$ cat src/rtl/mem_req_ctrl.sv
// mem_req_ctrl: upstream request controller placed in front of the memory's
// strobe/ack ports. Commands (read/write) are accepted over a valid/ready
// port into a small FIFO and issued to the memory one at a time. Every issued
// command yields exactly one response (read data or write completion), with
// rsp_err_o flagging an ack timeout.
//
// Ports:
//   clk_i, arst_i               clock, asynchronous active-high reset
//   cmd_valid_i/cmd_ready_o     command handshake
//   cmd_we_i, cmd_index_i,
//   cmd_data_i                  command fields (data ignored for reads)
//   rsp_valid_o/rsp_ready_i     response handshake
//   rsp_we_o, rsp_data_o,
//   rsp_err_o                   response fields
//   wr_o, ack_wr_i, wr_index_o,
//   wr_data_o                   memory write port
//   rd_o, ack_rd_i, rd_index_o,
//   rd_data_i                   memory read port
module mem_req_ctrl #(
  parameter int WORD_WIDTH  = 4,
  parameter int INDEX_WIDTH = 4,
  parameter int FIFO_DEPTH  = 4,
  parameter int TIMEOUT     = 15
) (
  input  logic                   clk_i,
  input  logic                   arst_i,
  input  logic                   cmd_valid_i,
  output logic                   cmd_ready_o,
  input  logic                   cmd_we_i,
  input  logic [INDEX_WIDTH-1:0] cmd_index_i,
  input  logic [WORD_WIDTH-1:0]  cmd_data_i,
  output logic                   rsp_valid_o,
  input  logic                   rsp_ready_i,
  output logic                   rsp_we_o,
  output logic [WORD_WIDTH-1:0]  rsp_data_o,
  output logic                   rsp_err_o,
  output logic                   wr_o,
  input  logic                   ack_wr_i,
  output logic [INDEX_WIDTH-1:0] wr_index_o,
  output logic [WORD_WIDTH-1:0]  wr_data_o,
  output logic                   rd_o,
  input  logic                   ack_rd_i,
  output logic [INDEX_WIDTH-1:0] rd_index_o,
  input  logic [WORD_WIDTH-1:0]  rd_data_i
);

  localparam int PW = $clog2(FIFO_DEPTH);
  localparam int CW = PW + 1;
  localparam int TW = $clog2(TIMEOUT + 1);
  localparam logic [TW-1:0] TO_LAST  = TW'(TIMEOUT - 1);
  localparam logic [CW-1:0] FULL_CNT = CW'(FIFO_DEPTH);

  typedef enum logic [1:0] {S_IDLE, S_REQ, S_RSP} state_t;

  // Command FIFO storage carries no reset; only pointers/count are control.
  logic                   fifo_we    [FIFO_DEPTH];
  logic [INDEX_WIDTH-1:0] fifo_index [FIFO_DEPTH];
  logic [WORD_WIDTH-1:0]  fifo_data  [FIFO_DEPTH];
  logic [PW-1:0]          wr_ptr, rd_ptr;
  logic [CW-1:0]          count;
  logic                   full, empty, push, pop;

  state_t                 state_q, state_d;
  logic [TW-1:0]          cnt_q, cnt_d;
  logic                   req_we_q, req_we_d;
  logic                   wr_q, wr_d, rd_q, rd_d;
  logic [INDEX_WIDTH-1:0] wr_index_q, wr_index_d, rd_index_q, rd_index_d;
  logic [WORD_WIDTH-1:0]  wr_data_q, wr_data_d;
  logic                   rsp_valid_q, rsp_valid_d, rsp_we_q, rsp_we_d;
  logic                   rsp_err_q, rsp_err_d;
  logic [WORD_WIDTH-1:0]  rsp_data_q, rsp_data_d;
  logic                   ack_hit;

  assign full        = (count == FULL_CNT);
  assign empty       = (count == '0);
  assign cmd_ready_o = !full && !arst_i;
  assign push        = cmd_valid_i && cmd_ready_o;

  always_ff @(posedge clk_i) begin
    if (push) begin
      fifo_we[wr_ptr]    <= cmd_we_i;
      fifo_index[wr_ptr] <= cmd_index_i;
      fifo_data[wr_ptr]  <= cmd_data_i;
    end
  end

  always_ff @(posedge clk_i or posedge arst_i) begin
    if (arst_i) begin
      wr_ptr <= '0;
      rd_ptr <= '0;
      count  <= '0;
    end else begin
      if (push) wr_ptr <= wr_ptr + 1'b1;
      if (pop)  rd_ptr <= rd_ptr + 1'b1;
      case ({push, pop})
        2'b10:   count <= count + 1'b1;
        2'b01:   count <= count - 1'b1;
        default: count <= count;
      endcase
    end
  end

  // Only the ack matching the pending direction ends a transaction.
  assign ack_hit = req_we_q ? ack_wr_i : ack_rd_i;

  always_comb begin
    state_d     = state_q;
    cnt_d       = cnt_q;
    req_we_d    = req_we_q;
    wr_d        = wr_q;
    rd_d        = rd_q;
    wr_index_d  = wr_index_q;
    wr_data_d   = wr_data_q;
    rd_index_d  = rd_index_q;
    rsp_valid_d = rsp_valid_q;
    rsp_we_d    = rsp_we_q;
    rsp_err_d   = rsp_err_q;
    rsp_data_d  = rsp_data_q;
    pop         = 1'b0;
    case (state_q)
      S_IDLE: begin
        cnt_d = '0;
        if (!empty) begin
          pop      = 1'b1;
          state_d  = S_REQ;
          req_we_d = fifo_we[rd_ptr];
          if (fifo_we[rd_ptr]) begin
            wr_d       = 1'b1;
            wr_index_d = fifo_index[rd_ptr];
            wr_data_d  = fifo_data[rd_ptr];
          end else begin
            rd_d       = 1'b1;
            rd_index_d = fifo_index[rd_ptr];
          end
        end
      end
      S_REQ: begin
        if (ack_hit || (cnt_q == TO_LAST)) begin
          // Transaction ends: drop the strobe and present the response.
          state_d     = S_RSP;
          wr_d        = 1'b0;
          rd_d        = 1'b0;
          wr_index_d  = '0;
          wr_data_d   = '0;
          rd_index_d  = '0;
          rsp_valid_d = 1'b1;
          rsp_we_d    = req_we_q;
          rsp_err_d   = !ack_hit;
          rsp_data_d  = (ack_hit && !req_we_q) ? rd_data_i : '0;
        end else begin
          cnt_d = cnt_q + 1'b1;
        end
      end
      S_RSP: begin
        if (rsp_ready_i) begin
          state_d     = S_IDLE;
          rsp_valid_d = 1'b0;
        end
      end
      default: state_d = S_IDLE;
    endcase
  end

  always_ff @(posedge clk_i or posedge arst_i) begin
    if (arst_i) begin
      state_q     <= S_IDLE;
      cnt_q       <= '0;
      req_we_q    <= 1'b0;
      wr_q        <= 1'b0;
      rd_q        <= 1'b0;
      wr_index_q  <= '0;
      wr_data_q   <= '0;
      rd_index_q  <= '0;
      rsp_valid_q <= 1'b0;
      rsp_we_q    <= 1'b0;
      rsp_err_q   <= 1'b0;
      rsp_data_q  <= '0;
    end else begin
      state_q     <= state_d;
      cnt_q       <= cnt_d;
      req_we_q    <= req_we_d;
      wr_q        <= wr_d;
      rd_q        <= rd_d;
      wr_index_q  <= wr_index_d;
      wr_data_q   <= wr_data_d;
      rd_index_q  <= rd_index_d;
      rsp_valid_q <= rsp_valid_d;
      rsp_we_q    <= rsp_we_d;
      rsp_err_q   <= rsp_err_d;
      rsp_data_q  <= rsp_data_d;
    end
  end

  assign wr_o        = wr_q;
  assign rd_o        = rd_q;
  assign wr_index_o  = wr_index_q;
  assign wr_data_o   = wr_data_q;
  assign rd_index_o  = rd_index_q;
  assign rsp_valid_o = rsp_valid_q;
  assign rsp_we_o    = rsp_we_q;
  assign rsp_err_o   = rsp_err_q;
  assign rsp_data_o  = rsp_data_q;

endmodule
$ cat config.mk
export PLATFORM = sky130hd
export DESIGN_NAME = mem_req_ctrl
export DESIGN_NICKNAME = d
export VERILOG_FILES = /design/src/rtl/mem_req_ctrl.sv
export SDC_FILE = /design/constraint.sdc
export NUM_CORES = 1
export LEC_CHECK = 0
export BUFFER_PORTS_ARGS = -buffer_cell sky130_fd_sc_hd__buf_2
export CORE_ASPECT_RATIO = 0.6
export CORE_MARGIN = 3
export CORE_UTILIZATION = 56
export CTS_CLUSTER_DIAMETER = 60
export DETAILED_ROUTE_END_ITERATION = 12
export PLACE_DENSITY = 0.85
export SLEW_MARGIN = 20
export SYNTH_ARGS = -nofsm -noshare
export SYNTH_HDL_FRONTEND = slang
export SYNTH_SLANG_ARGS = --single-unit
export TNS_END_PERCENT = 20
$ cat constraint.sdc
create_clock -name clk_i -period 2.58 [get_ports clk_i]
set_clock_uncertainty 0.05 [all_clocks]
set_input_delay 0.129 -clock clk_i [delete_from_list [all_inputs] [get_ports clk_i]]
set_output_delay 0.129 -clock clk_i [all_outputs]
set_load 0.01 [all_outputs]
### Word-level counts from Yosys, hierarchy flattened

Memories as Yosys holds them, arrays and structs flattened.
Cells that the tools add are included.
W data, S select, Z words.

| operators by class | value |
|---|---|
| $add $sub $neg | 5 |
| equal/unequal tests | 12 |
| muxes and demuxes | 33 |
| bitwise logic cells | 1 |
| reductions and logical operators | 20 |

Operators by type and width:

| kind | count |
|---|---|
| $mux W4 | 9 |
| $pmux W4 S2 | 4 |
| $mux W1 | 12 |
| $ne A2 B2 Y1 const B | 6 |
| $reduce_and A4 Y1 | 2 |
| $mux W2 | 3 |
| $pmux W1 S2 | 3 |
| $pmux W2 S3 | 1 |
| $pmux W3 S2 | 1 |
| $reduce_and A2 Y1 | 3 |
| $reduce_and A3 Y1 | 2 |
| $reduce_bool A2 Y1 | 3 |
| $add A2 B1 Y2 const B | 2 |
| $add A4 B1 Y4 const B | 1 |
| $eq A2 B1 Y1 const B | 2 |
| $eq A2 B2 Y1 const B | 2 |
| $eq A4 B4 Y1 const B | 1 |
| $logic_not A1 Y1 | 4 |
| $add A3 B1 Y3 const B | 1 |
| $eq A3 B3 Y1 const B | 1 |
| $logic_and A1 B1 Y1 | 3 |
| $logic_not A3 Y1 | 1 |
| $sub A3 B1 Y3 const B | 1 |
| $logic_not A2 Y1 | 1 |
| other kinds (2) | 2 |

| storage, ports and cells | value |
|---|---|
| bits in registers | 35 |
| bits in writable memories | 36 |
| output and inout bits | 22 |
| memories kept | 3 |

Memory list:

| name | depth | bits a word | rd ports | clocked after memory_dff | write ports | line | source |
|---|---|---|---|---|---|---|---|
| fifo_data | 4 | 4 | 1 | 0 | 1 | 58 | `logic [WORD_WIDTH-1:0] fifo_data [FIFO_DEPTH];` |
| fifo_index | 4 | 4 | 1 | 0 | 1 | 57 | `logic [INDEX_WIDTH-1:0] fifo_index [FIFO_DEPTH];` |
| fifo_we | 4 | 1 | 1 | 0 | 1 | 56 | `logic fifo_we [FIFO_DEPTH];` |

### Logic depth before layout (Yosys ltp)

Gate-level depths: netlist (run 1).

| logic depth | value |
|---|---|
| word-level depth | 6 |
| gate-level depth with buffers | 10 |
| gate-level depth less buffers | 10 |

### Least setup slack after synthesis (run 1)

Ideal clock, no wire load.

| path | value |
|---|---|
| path kind | register to register |
| start | register state_q[1] |
| end | register count[2] |
| setup time | 0.079 ns |
| data arrival time | 2.019 ns |
| data required time | 2.451 ns |
| setup slack | 0.432 ns |
| stages on the path, launching flop included | 9 |
| cell sequence | dfrtp_1 -> clkbuf_1 -> nor3_1 -> ha_1 -> inv_1 -> fa_1 -> xor2_1 -> nor2_1 -> xor2_1 |

| on the way | value |
|---|---|
| word-level cells in the longest chain between the ends | 4 |
| elaborated cells on any way between the ends | 6 |
| classes of those cells | eq/ne: 2; mux: 2; reduce/logical: 2 |

Ends and longest elaborated chain:

| what | line | source |
|---|---|---|
| from (decl) | 63 | `state_t state_q, state_d;` |
| from (signal assigned) | 179 | `state_q <= state_d;` |
| $logic_not A2 Y1 * | 120 | `case (state_q)` |
| $mux W1 * | 120 |  |
| named net pop | 61 | `logic full, empty, push, pop;` |
| $eq A2 B1 Y1 / $eq A2 B2 Y1 (equally long branches) | 95 | `case ({push, pop})` |
| $pmux W3 S2 / $reduce_bool A2 Y1 (equally long branches) | n/a |  |
| to (signal assigned) | 96 | `2'b10: count <= count + 1'b1;` |
| to (signal assigned) | 97 | `2'b01: count <= count - 1'b1;` |
| to (signal assigned) | 98 | `default: count <= count;` |
| to (decl) | 60 | `logic [CW-1:0] count;` |

Mark *: on every way through the listed nets, which the timed path passes. The rest lies on a longest branch.
A chain may end at the register's enable or synchronous reset.

### Worst setup path in the final report (run 1)

| path | value |
|---|---|
| start | register count[0] |
| end | register count[2] |

| on the way | value |
|---|---|
| elaborated cells on any way between the ends | 13 |
| classes of those cells | add/sub: 2; eq/ne: 3; mux: 3; reduce/logical: 5 |

RTL lines:

| what | line | source |
|---|---|---|
| $logic_not A3 Y1 * | 75 | `assign empty = (count == '0);` |
| $mux W1 * | 123 | `if (!empty) begin` |
| $mux W1 * | 120 |  |
| named net pop | 61 |  |
| $eq A2 B1 Y1 / $eq A2 B2 Y1 (equally long branches) | 95 |  |
| $pmux W3 S2 / $reduce_bool A2 Y1 (equally long branches) | n/a |  |

Marked as above.

==> results of run 1 <==
## Yosys cell counts
master / n
edfxtp_1: 36
dfrtp_1: 35
nand2_1: 27
inv_1: 21
nand3_1: 15
mux4_2: 9
o21ai_0: 8
ha_1: 7
and3_1: 4
o21ai_1: 4
o21ai_2: 4
buf_2: 3
mux2i_1: 3
nor2_1: 3
xnor2_1: 3
xor2_1: 3
a21o_1: 2
a21oi_1: 2
a31oi_1: 2
and2_1: 2
clkbuf_1: 2
nor3_1: 2
a22o_1: 1
buf_4: 1
buf_6: 1
fa_1: 1
mux2_2: 1
nand2b_1: 1
nor2b_1: 1
nor4_4: 1
o211ai_1: 1
o21bai_1: 1
o22ai_1: 1
o31ai_1: 1
or4_1: 1
or4b_1: 1
## path summary, 6_finish.rpt
kind / startpoint / to / slack [ns] / cells past startpoint
max: count[0] / count[2] / 0.18 / 8
min in group asynchronous: arst_i / wr_ptr[0] / 0.39 / 4
min reg2reg: rsp_data_o[2] / rsp_data_o[2] / 0.41 / 2
max reg2reg: count[0] / count[2] / 0.18 / 8
max in group asynchronous: arst_i / rd_index_o[1] / 1.77 / 4
min: cmd_valid_i / wr_ptr[0] / 0.16 / 3
## cells by family after synthesis
| logic type | synth area share, % |
|---|---|
| DFF | 66.6 |
| AOI/OAI and AO/OA | 5.79 |
| xor gates and xnor gates | 1.79 |
| and+or+nand+nor | 9.75 |
| adders and majority gates | 3.66 |
| muxes | 8.30 |
| buffers and inverters | 4.09 |
## flip-flops by register name, summed over array words and instances (netlist names)
register     cells
cnt_q            4
count            3
fifo_data       16
fifo_index      16
fifo_we          4
rd_index_o       4
rd_o             1
rd_ptr           2
req_we_q         1
rsp_data_o       4
rsp_err_o        1
rsp_valid_o      1
rsp_we_o         1
state_q          2
wr_data_o        4
wr_index_o       4
wr_o             1
wr_ptr           2
## per-layer routing
metal | global-route usage (%) | wire length [um]
met2 | 29.3 | 2540
met5 | 0 | 0
met1 | 29.2 | 2600
met3 | 7.49 | 539
met4 | 8.35 | 122
## report_power, final
| group | leakage [nW] | internal [mW] | switching (mW) |
|---|---|---|---|
| Sequential | 0.764 | 1.50 | 0.158 |
| Combinational | 0.714 | 0.607 | 0.837 |
| Clock | 0.134 | 0.769 | 0.401 |
## metrics by stage
step                      instance area, um2  utilization (%)  total power [mW]
after global placement                  3210             66.9              3.02
after detailed placement                3210             66.9              3.09
final                                   3630             75.7              4.27
after CTS                               3630             75.7              4.30
after global routing                    3630             75.7              4.54
after floorplan                         2940                -              2.68
## layout by cell type, fill, tap and decap left out, drive strengths merged
master	count
a21o	2
a21oi	2
a22o	1
a31oi	2
and2	2
and3	4
buf	45
bufinv	4
clkbuf	11
clkinv	1
dfrtp	35
dlygate4sd3	15
edfxtp	36
fa	1
ha	7
inv	21
mux2	1
mux2i	3
mux4	9
nand2	27
nand2b	1
nand3	15
nor2	3
nor2b	1
nor3	2
nor4	1
o211ai	1
o21ai	16
o21bai	1
o22ai	1
o31ai	1
or4	1
or4b	1
xnor2	3
xor2	3
## worst min-delay path, cell delays in order
cell     delay [ns]
buf_2          0.11
and2_1         0.20
xnor2_1        0.08
## layout make-up
type / instances / share of cell area (%)
Sequential cell: 71 / 53.9
Tap cell: 63 / 2.17
Inverter: 21 / 2.17
Timing Repair Buffer: 60 / 10.7
Clock inverter: 5 / 3.55
Clock buffer: 11 / 3.89
Multi-Input combinational cell: 112 / 23.7
==> flow_summary_export.csv, run 1 <==
group,metric,value,unit
sta,fin_hold_ws,0.161,ns
worst_setup_path,timing.critical_path.buf_inv,1,
worst_setup_path,worstPathArrival,2.61,ns
drt,drt-initial-drc-count,178,
clock_tree,clock-root-buffer,"clkbuf_8",
die,die_area,0.00618,mm2
sta,hold_viol,0,
drt,wl_per_cell,16.9,um
yosys,avgSynthCellArea,13.9,um2
drt,ant_nets,0,
global_routing,gr-total-overflow,0,
clock_tree,cts.htree.levels,3,
final_layout,nFillCells,303,
drt,dr.pass1.iters,5,
die,core,0.00480,mm2
sta,min_period_over_period,93.0,%
worst_setup_path,start_kind,"flip-flop",
sta,tns,0,ns
placement,placed_cells,312,
clock_tree,cts_tree,"built",
placement,dp_slack,0.231,ns
yosys,yosysTopAreaCellShare,36.8,%
yosys,syn-num-nets,238,
clock_tree,cts.path.max_buffers,2,
die,die-height,62.1,um
worst_setup_path,end_kind,"flip-flop",
placement,io_buffers,40,
final_layout,diodes,0,
clock_tree,numCtsBuffers,9,
job,maxCapViolCount,0,
yosys,synth_cell_types,36,
drt,vias,1886,
power,leakagePower,1.61,nW
die,fp-row-count,19,
die,die_w,99.5,um
outcome,status,"finished clean",
placement,gp_congestion,0.845,
clock_tree,cts_sinks,71,
drt,drt-total-wl,5800,um
sta,max_freq,417,MHz
sta,finalCriticalPeriod,2.40,ns
yosys,synth_cells,211,
global_routing,grt_pass1_vias,1879,
clock_tree,worstSkewPairLatency,0.34,ns
worst_hold_path,holdCritPathClass,"in2reg",
global_routing,track_usage,20.6,%
drt,viasPerCell,5.50,
yosys,ys_seq_elements,71,
die,io_pins,41,
placement,dpl.hpwl,3740,um
yosys,ys_seq_area_share,66.6,%
worst_setup_path,cpPeakStageDelay,0.60,ns
worst_setup_path,cpLargestDelayFamily,"simple AND/OR/NAND/NOR gates",
yosys,yosys_warnings,0,
drt,post-route-drc-count,0,
power,ir_drop,0.874,mV
final_layout,drive_gt1_share,26.8,%
yosys,syn_area,0.00294,mm2
worst_setup_path,crit_type,"reg2reg",
worst_setup_path,crit_chain,"nor3_1, nor3_1, ha_1, inv_1, fa_1, xor2_1, nor2_1, xor2_1",
sta,maxSlewViolCount,0,
worst_setup_path,worst-path-max-fanout,5,
sta,setup_violations,0,
yosys,synth.area.top_cells,"edfxtp_1 (37%), dfrtp_1 (30%), mux4_2 (6.9%)",
sta,tightest_slew,0.752,ns
clock_tree,cts_setup_buffers,0,
power,p_per_area,1180,mW/mm2
final_layout,seq_area,0.00196,mm2
final_layout,multiInputGateArea,861,um2
final_layout,fin_cells,343,
worst_setup_path,critPathSlowestCell,"nor3_1",
final_layout,nNetsFinal,302,
global_routing,antenna_found_initial,0,
clock_tree,cts_hold_buf,15,
global_routing,grt_pass1_wl,9580,um
die,initial_core_util,61.2,%
clock_tree,cts_resized,0,
sta,setup_slack,0.181,ns
final_layout,area_growth_syn_to_layout,23.7,%
sta,rsz0062_at_grt,"false",
global_routing,grt_max_degree,36,
worst_setup_path,cp.required,2.79,ns
yosys,yosysTopAreaCell,"edfxtp_1",
clock_tree,clk_pin_slew,0.07,ns
sta,timing.slew.headroom,49.5,%
Power figures use the tool's default switching activity.
==> inputs of run 2 (changes only) <==
--- a/config.mk
+++ b/config.mk
@@ -8,10 +8,10 @@
 export BUFFER_PORTS_ARGS = -buffer_cell sky130_fd_sc_hd__buf_2
 export CORE_ASPECT_RATIO = 0.6
 export CORE_MARGIN = 3
-export CORE_UTILIZATION = 56
+export CORE_UTILIZATION = 50
 export CTS_CLUSTER_DIAMETER = 60
 export DETAILED_ROUTE_END_ITERATION = 12
-export PLACE_DENSITY = 0.85
+export PLACE_DENSITY = 0.78
 export SLEW_MARGIN = 20
 export SYNTH_ARGS = -nofsm -noshare
 export SYNTH_HDL_FRONTEND = slang
==> constraint.sdc (replaced) <==
create_clock -name clk_i -period 2.58 [get_ports clk_i]
set_clock_uncertainty 0.05 [all_clocks]
set_input_delay 0.129 -clock clk_i [delete_from_list [all_inputs] [get_ports clk_i]]
set_output_delay 0.129 -clock clk_i [all_outputs]
set_load 0.1 [all_outputs]
==> run 2 against run 1 <==
Effect of this change: non-clock buffer count up 1; first-iteration DRC count is 33% lower; critical path type unchanged; highest routed layer unchanged; critical path depth up 2; core utilization shrank 8.3 points; setup slack gained 0.24 ns; cell count rose by 4.4%; clock-buffer cell count down 2.
==> flow_summary_export.csv, run 2 (synthesis gave the netlist of run 1 again) <==
group,metric,value,unit
sta,maxSlewViolCount,0,
sta,hold_viol,0,
final_layout,drive_gt1_share,27.8,%
clock_tree,numCtsBuffers,9,
worst_setup_path,r2r_slack,0.42,ns
die,fp-row-count,20,
global_routing,track_usage,18.0,%
final_layout,nFillCells,407,
drt,post-route-drc-count,0,
worst_setup_path,end_kind,"flip-flop",
drt,drt-total-wl,5490,um
worst_setup_path,startpoint,"count[0]",
clock_tree,cts_tree,"built",
sta,max_freq,463,MHz
drt,vias,1810,
placement,placed_area,0.00325,mm2
placement,dpl.hpwl,3800,um
worst_setup_path,cp.required,2.80,ns
sta,tns,0,ns
placement,gp_congestion,0.780,
worst_setup_path,worstPathArrival,2.38,ns
outcome,status,"finished clean",
global_routing,grt_pass1_vias,1788,
final_layout,diodes,0,
placement,io_buffers,40,
clock_tree,worstSkewPairLatency,0.34,ns
final_layout,nNetsFinal,303,
die,die-height,65.4,um
job,maxCapViolCount,0,
global_routing,grt_pass1_wl,9200,um
drt,viasPerCell,5.06,
worst_setup_path,ff2ff_path_depth,10,
sta,min_period_over_period,83.7,%
clock_tree,cts.path.max_buffers,2,
die,core,0.00536,mm2
clock_tree,clock-root-buffer,"clkbuf_8",
worst_setup_path,regToRegEndpoint,"count[2]",
drt,dr.pass1.iters,4,
clock_tree,cts.htree.levels,3,
die,initial_core_util,54.9,%
global_routing,met2_usage,24.5,%
worst_setup_path,crit_end,"count[2]",
worst_setup_path,start_kind,"flip-flop",
global_routing,use_met3,6.28,%
drt,drt-initial-drc-count,119,
die,die_w,105,um
sta,tightest_slew,0.655,ns
drt,ant_nets,0,
global_routing,grt_max_degree,36,
clock_tree,cts_sinks,71,
final_layout,final_area,0.00361,mm2
sta,setup_violations,0,
global_routing,use_met1,27.0,%
clock_tree,cts_setup_buffers,0,
worst_setup_path,crit_type,"reg2reg",
sta,timing.slew.headroom,56.3,%
global_routing,antenna_found_initial,0,
global_routing,top_usage_layer,"met1",
sta,fin_hold_ws,0.158,ns
final_layout,mostFrequentLayoutCells,"buf_2 (40), edfxtp_1 (36), dfrtp_1 (35), nand2_1 (27), inv_1 (21)",
worst_hold_path,holdCritPathClass,"in2reg",
drt,wl_per_cell,15.3,um
final_layout,area_growth_syn_to_layout,22.8,%
final_layout,final_common_cell,"buf_2",
worst_setup_path,worst-path-max-fanout,6,
global_routing,gr-total-overflow,0,
sta,finalCriticalPeriod,2.16,ns
die,die_area,0.00686,mm2
final_layout,reg.largest.list,"fifo_data x16, fifo_index x16",
clock_tree,clk_pin_slew,0.08,ns
sta,rsz0062_at_grt,"false",
worst_setup_path,r2r_start,"count[0]",
die,io_pins,41,
## run 2: cell count changes in the layout (fill, tap and decap cells not counted)
cell and delta:
a31oi_4 +1, inv_6 +3, buf_4 +1, clkinvlp_4 +2, a31oi_1 -1, clkbuf_8 -1
bufinv_16 -3, clkbuf_1 -1
## run 2: layout make-up
class / instances / area, um2 / area share (%)
Clock inverter: 7 / 80.1 / 2.22
Inverter: 21 / 78.8 / 2.19
Tap cell: 77 / 96.3 / 2.67
Multi-Input combinational cell: 112 / 876 / 24.3
Timing Repair Buffer: 61 / 395 / 11.0
Clock buffer: 9 / 124 / 3.43
Sequential cell: 71 / 1960 / 54.2
## run 2: how the worst min path moves through the flow
stage | depth (start not counted) | endpoint | startpoint | slack (ns)
after floorplan | 0 | fifo_data[0][0] | cmd_data_i[0] | 0.18
after global placement | 3 | wr_ptr[1] | arst_i | 0.24
after detailed placement | 3 | wr_ptr[1] | arst_i | 0.24
after CTS | 3 | wr_ptr[0] | cmd_valid_i | 0.14
after global routing | 3 | wr_ptr[0] | cmd_valid_i | 0.16
final | 3 | wr_ptr[0] | cmd_valid_i | 0.16
## run 2: layer usage
metal  vias to the layer above  wire length (um)
li1                        880                 -
met1                       863              2750
met2                        63              2300
met3                         4               424
met4                         0                14
met5                         -                 0
## run 2: what timing repair did
item / in CTS / in global routing
endpoints found under the hold margin: 76 / 0
resized for setup: 0 / 0
hold buffers: 15 / 0
## run 2: worst max-delay path, stage by stage, from the launching register on
cell and delay (ns):
dfrtp_1 0.41, inv_1 0.15, a31oi_4 0.13, and2_1 0.22, inv_1 0.07, ha_1 0.19, inv_1 0.07, fa_1 0.37
xor2_1 0.16, nor2_1 0.12, xor2_1 0.15
## run 2: through the flow
stage               std cells  utilization (%)  worst slack (ns)
floorplan                 211                -             0.207
global placement          327             60.7             0.534
detailed placement        327             60.7             0.493
CTS                       358             67.4             0.420
global route              358             67.4             0.307
finish                    358             67.4             0.422
Power of run 2 is left out: the tool's default activity adds up to more than one toggle a clock period on the data nets, which glitch-free logic cannot reach.
